**config.mk**
```make
export PLATFORM = sky130hd
export DESIGN_NAME = multi_shift_unit
export DESIGN_NICKNAME = d
export VERILOG_FILES = /design/src/rtl/shift_pkg.sv /design/src/rtl/shift_step.sv /design/src/rtl/multi_shift_unit.sv
export SDC_FILE = /design/constraint.sdc
export NUM_CORES = 1
export LEC_CHECK = 0
export ABC_AREA = 1
export CORE_UTILIZATION = 27
export DETAILED_ROUTE_END_ITERATION = 10
export PLACE_DENSITY = 0.65
export SYNTH_ARGS = -nofsm -noshare
export SYNTH_HDL_FRONTEND = slang
export SYNTH_SLANG_ARGS = --single-unit
```
**constraint.sdc**
```tcl
create_clock -name clk -period 1.2 [get_ports clk]
set_clock_uncertainty 0.2 [all_clocks]
set_input_delay 0.18 -clock clk [delete_from_list [all_inputs] [get_ports clk]]
set_output_delay 0.18 -clock clk [all_outputs]
set_load 0.03 [all_outputs]
```
**src/rtl/shift_pkg.sv**
```systemverilog
`default_nettype none
// ============================================================================
//  Module      : shift_pkg
//  Description : Shared types and constants for the multi-cycle shift unit.
//  Revision    : 1.0 - initial release
// ============================================================================
package shift_pkg;

    typedef enum logic [1:0] {
        SH_ARITH = 2'd0,
        SH_LOGIC = 2'd1,
        SH_ROT   = 2'd2,
        SH_RSVD  = 2'd3
    } shift_mode_t;

    typedef enum logic [1:0] {
        S_IDLE  = 2'd0,
        S_SHIFT = 2'd1,
        S_DONE  = 2'd2
    } shift_state_t;

    localparam logic DIR_RIGHT = 1'b0;
    localparam logic DIR_LEFT  = 1'b1;

endpackage
`default_nettype wire

```
**src/rtl/shift_step.sv**
```systemverilog
`default_nettype none
// ============================================================================
//  Module      : shift_step
//  Description : Combinational single-bit shift/rotate step, either direction.
//  Revision    : 1.0 - initial release
// ============================================================================
module shift_step
    import shift_pkg::*;
#(
    parameter int WIDTH = 16
) (
    input  logic [WIDTH-1:0] in,
    input  logic             dir,
    input  shift_mode_t      mode,
    output logic [WIDTH-1:0] out
);

    always_comb begin
        out = in;
        if (dir == DIR_LEFT) begin
            // Arithmetic and logical left shifts are the same operation
            if (mode == SH_ROT) begin
                out = {in[WIDTH-2:0], in[WIDTH-1]};
            end else begin
                out = {in[WIDTH-2:0], 1'b0};
            end
        end else begin
            case (mode)
                SH_ARITH: out = {in[WIDTH-1], in[WIDTH-1:1]};
                SH_ROT:   out = {in[0], in[WIDTH-1:1]};
                default:  out = {1'b0, in[WIDTH-1:1]};
            endcase
        end
    end

endmodule
`default_nettype wire

```
**src/rtl/multi_shift_unit.sv**
```systemverilog
`default_nettype none
// ============================================================================
//  Module      : multi_shift_unit
//  Description : Serial shifter, one bit per clock for a programmable amount,
//                with start/busy/done handshake.
//  Revision    : 1.0 - initial release
// ============================================================================
module multi_shift_unit
    import shift_pkg::*;
#(
    parameter int WIDTH = 16,
    parameter int AMT_W = $clog2(WIDTH + 1)
) (
    input  logic                    clk,
    input  logic                    rst_n,
    input  logic                    start,
    input  logic signed [WIDTH-1:0] din,
    input  logic [AMT_W-1:0]        amount,
    input  logic                    dir,
    input  logic [1:0]              mode,
    output logic signed [WIDTH-1:0] out,
    output logic                    busy,
    output logic                    done
);

    shift_state_t      r_state;
    logic [WIDTH-1:0]  r_out;
    logic [AMT_W-1:0]  r_count;
    logic              r_dir;
    shift_mode_t       r_mode;
    logic              r_busy;
    logic              r_done;
    logic [WIDTH-1:0]  w_step;

    shift_step #(
        .WIDTH (WIDTH)
    ) u_step (
        .in   (r_out),
        .dir  (r_dir),
        .mode (r_mode),
        .out  (w_step)
    );

    // busy/done are registered alongside the state so they track it exactly
    always_ff @(posedge clk) begin
        if (!rst_n) begin
            r_state <= S_IDLE;
            r_out   <= '0;
            r_count <= '0;
            r_dir   <= 1'b0;
            r_mode  <= SH_ARITH;
            r_busy  <= 1'b0;
            r_done  <= 1'b0;
        end else begin
            case (r_state)
                S_IDLE: begin
                    if (start) begin
                        r_out   <= din;
                        r_count <= amount;
                        r_dir   <= dir;
                        r_mode  <= shift_mode_t'(mode);
                        r_busy  <= 1'b1;
                        if (amount != '0) begin
                            r_state <= S_SHIFT;
                            r_done  <= 1'b0;
                        end else begin
                            r_state <= S_DONE;
                            r_done  <= 1'b1;
                        end
                    end
                end
                S_SHIFT: begin
                    r_out   <= w_step;
                    r_count <= r_count - AMT_W'(1);
                    if (r_count == AMT_W'(1)) begin
                        r_state <= S_DONE;
                        r_done  <= 1'b1;
                    end
                end
                S_DONE: begin
                    r_state <= S_IDLE;
                    r_busy  <= 1'b0;
                    r_done  <= 1'b0;
                end
                default: begin
                    r_state <= S_IDLE;
                    r_busy  <= 1'b0;
                    r_done  <= 1'b0;
                end
            endcase
        end
    end

    assign out  = r_out;
    assign busy = r_busy;
    assign done = r_done;

endmodule
`default_nettype wire

```
==> out/qor.json <==
{
  "worst-endpoint-required": {"value": 1.18, "unit": "ns"},
  "min-delay-path-class": {"value": "reg -> reg"},
  "worstSetupStartpoint": {"value": "r_state[0]$_SDFFE_PN0P_"},
  "grt_pass1_wl": {"value": 7270, "unit": "um"},
  "wl_per_cell": {"value": 13.1, "unit": "um"},
  "h-tree-depth": {"value": 1},
  "global_route.usage.total": {"value": 17.2, "unit": "%"},
  "crit_path_end_kind": {"value": "register"},
  "count_of_maximum_capacitance_violations": {"value": 0},
  "synth_area_in_adders": {"value": 1.74, "unit": "%"},
  "die_area": {"value": 5630, "unit": "um2"},
  "netlist_area": {"value": 1440, "unit": "um2"},
  "ys_types": {"value": 23},
  "timing.final.setup_violations": {"value": 26},
  "dpl.hpwl": {"value": 3050, "unit": "um"},
  "clockBufferDepth": {"value": 2},
  "worst_slew_pin_slew": {"value": 0.248, "unit": "ns"},
  "slew-limit-headroom": {"value": 83.3, "unit": "%"},
  "synthesis.area_per_instance": {"value": 6.73, "unit": "um2"},
  "synth_common_cells": {"value": "a21oi_1 (46), dfxtp_1 (27), nand2_1 (27), nor2_1 (26), o21ai_1 (21)"},
  "synth_largest_type_area_fraction": {"value": 37.5, "unit": "%"},
  "synth_ff_type": {"value": "dfxtp_1"},
  "power.share.clock": {"value": 19.0, "unit": "%"},
  "yosys_register_bits": {"value": 27},
  "worstHoldStart": {"value": "busy$_SDFFE_PN0P_"},
  "power.total": {"value": 2.97, "unit": "mW"},
  "internal_power": {"value": 1.85, "unit": "mW"},
  "grt_start_max_net_pins": {"value": 25},
  "wirelength": {"value": 4640, "unit": "um"},
  "synth_top_family_by_area": {"value": "compound AO/OA/AOI/OAI gates"},
  "synth-async-reset-ratio": {"value": 0, "unit": "%"},
  "status": {"value": "finished, violations left"},
  "netlist_top_cells_area": {"value": "dfxtp_1 (38%), a21oi_1 (16%), o21ai_1 (7.3%)"},
  "net-switching-power": {"value": 1.12, "unit": "mW"},
  "timing.final.max_slew_violations": {"value": 0},
  "crit_fanout": {"value": 12},
  "ys_seq_area_share": {"value": 37.5, "unit": "%"},
  "detailroute.via_count": {"value": 1682},
  "synthesis.nets": {"value": 243},
  "num_io_pins": {"value": 45},
  "final_min_period_over_clock_period": {"value": 113, "unit": "%"},
  "grt_setup_unrepaired": {"value": "yes"},
  "first_iter_violations": {"value": 109},
  "yosys-mux-area-fraction": {"value": 0, "unit": "%"},
  "fmax": {"value": 0.739, "unit": "GHz"},
  "clock_latency": {"value": 0.29, "unit": "ns"},
  "area_delta_synth_final": {"value": 67.7, "unit": "%"},
  "post-route-drc-count": {"value": 0},
  "drive_above_1_share": {"value": 40.3, "unit": "%"},
  "cts_root_buffer": {"value": "clkbuf_8"},
  "route.detailed.vias_per_inst": {"value": 4.76},
  "tritoncts": {"value": "yes"},
  "timing_hold_violations_final": {"value": 0},
  "pwr-share-comb": {"value": 42.6, "unit": "%"},
  "clk_pin_slew_worst_paths": {"value": 0.10, "unit": "ns"},
  "cts_made_buffers": {"value": 3},
  "setup_ws": {"value": -0.153, "unit": "ns"},
  "critPathArrivalTime": {"value": 1.33, "unit": "ns"},
  "worst_hold_slack_after_final_layout": {"value": 0.272, "unit": "ns"},
  "antenna_violating_nets_post_route": {"value": 0},
  "static_leakage_power": {"value": 1.01, "unit": "nW"},
  "synth-compound-area-share": {"value": 31.6, "unit": "%"},
  "type_of_the_worst_setup_path": {"value": "reg -> reg"},
  "postSynthCellCount": {"value": 214},
  "max-vdd-ir-drop": {"value": 0.525, "unit": "mV"},
  "num_rows": {"value": 26},
  "die_w": {"value": 75.0, "unit": "um"},
  "insertedDiodeCount": {"value": 0},
  "design.core.area": {"value": 5110, "unit": "um2"},
  "port_buffers": {"value": 44},
  "seq_power_share": {"value": 38.4, "unit": "%"},
  "num-nets-final": {"value": 313},
  "number_of_antenna_violations_at_the_first_check_in_global_routing": {"value": 0},
  "power_density_of_the_placed_cells": {"value": 1230, "unit": "nW/um2"},
  "die-height": {"value": 75.0, "unit": "um"},
  "routabilityCongestion": {"value": 0.784},
  "critPathLaunchType": {"value": "register"},
  "first_pass_iteration_count_of_the_detailed_router": {"value": 4},
  "synth_simple_gate_area_share": {"value": 18.2, "unit": "%"},
  "initial_core_util": {"value": 28.2, "unit": "%"},
  "post_synth_xor_area_fraction": {"value": 0, "unit": "%"},
  "pre_cts_slack": {"value": -0.375, "unit": "ns"},
  "violations": {"value": "negative setup slack"},
  "r2r-start": {"value": "r_state[0]$_SDFFE_PN0P_"},
  "via_count_of_the_first_global_routing_pass": {"value": 1621},
  "yosysWarnings": {"value": 0},
  "period_needed": {"value": 1.35, "unit": "ns"},
  "netSwitchingFraction": {"value": 37.7, "unit": "%"},
  "global_route.overflow_total": {"value": 0},
  "yosys.cell_count.top_type": {"value": "a21oi_1"},
  "synth_edf_count": {"value": 0},
  "yosysTopAreaCell": {"value": "dfxtp_1"},
  "cts.sink_count": {"value": 27}
}
[placed cells by master (no fill, tap or decap), drive strengths merged]
cell type / count
a21oi: 47
inv: 22
nand2: 28
o211ai: 1
nor3: 1
clkbuf: 3
o21ai: 37
a31oi: 1
nor2: 26
ha: 2
dlygate4sd2: 1
clkdlybuf4s50: 25
o21a: 1
buf: 51
nand4: 1
or2: 1
dfxtp: 27
nand3: 8
[routing by layer]
metal | routed length [um] | share of wire [%] | global-route usage (%) | vias up
met5 | 0 | 0 | 0 | -
met4 | 122 | 2.6 | 8.60 | 0
met3 | 189 | 4.1 | 2.95 | 11
met2 | 2180 | 47 | 27.6 | 43
met1 | 2140 | 46 | 22.1 | 768
li1 | - | - | - | 860
[path summary, 6_finish.rpt]
| kind | to | slack (ns) | cells past startpoint |
|---|---|---|---|
| setup / recovery | out[12]$_SDFFE_PN0P_ | -0.15 | 5 |
| hold / removal | busy$_SDFFE_PN0P_ | 0.27 | 2 |
| setup reg to reg | out[12]$_SDFFE_PN0P_ | -0.15 | 5 |
| hold reg to reg | busy$_SDFFE_PN0P_ | 0.27 | 2 |
[cell families after synthesis]
logic type                 count (synthesis)
AOI/OAI and AO/OA                         87
and+or+nand+nor                           65
buffers and inverters                     33
DFF                                       27
adders and majority gates                  2
[critical path: stages (launching register included)]
cell and delay [ns]:
dfxtp_4 0.40, o21ai_4 0.22, inv_4 0.08, buf_12 0.15, o21ai_2 0.14, a21oi_2 0.05
[sequential cells by signal (all words and copies together) (netlist names)]
| register | cells |
|---|---|
| r_dir | 1 |
| r_mode | 2 |
| r_count | 5 |
| done | 1 |
| r_state | 1 |
| out | 16 |
| busy | 1 |
[final cells by class]
cell class	instances	area, um2
clock inverter	1	6.26
inverter	21	83.8
tap	70	87.6
sequential	27	582
timing repair buffer	77	728
clock buffer	3	41.3
multi-input combinational	154	886
fill	532	2690
[metrics by stage]
stage / area [um2] / cells / setup TNS, ns / utilization, %
3_5_place_dp: 2090 / 339 / -9.14 / 41.0
6_report: 2410 / 353 / -2.36 / 47.3
5_1_grt: 2410 / 353 / -3.80 / 47.3
4_1_cts: 2250 / 348 / -1.60 / 44.1
3_3_place_gp: 2090 / 339 / -9.60 / 41.0
2_1_floorplan: 1490 / 214 / -0.0435 / -
[timing repair]
action                                  4_1_cts  5_1_grt
pin swaps                                     4        7
endpoints found under the setup margin       43       39
setup buffers                                 5        5
resized for setup                            35       34
hold buffers                                  0        0
[power by group through the flow]
stage / sequential (mW) / combinational, mW / clock, mW
after detailed placement: 1.14 / 1.05 / 0
after CTS: 1.13 / 1.13 / 0.562
after global placement: 1.14 / 1.03 / 0
after global routing: 1.15 / 1.38 / 0.605
final: 1.14 / 1.27 / 0.564
after floorplan: 1.27 / 0.493 / 0
No activity file was read; power rests on OpenSTA's default activity.
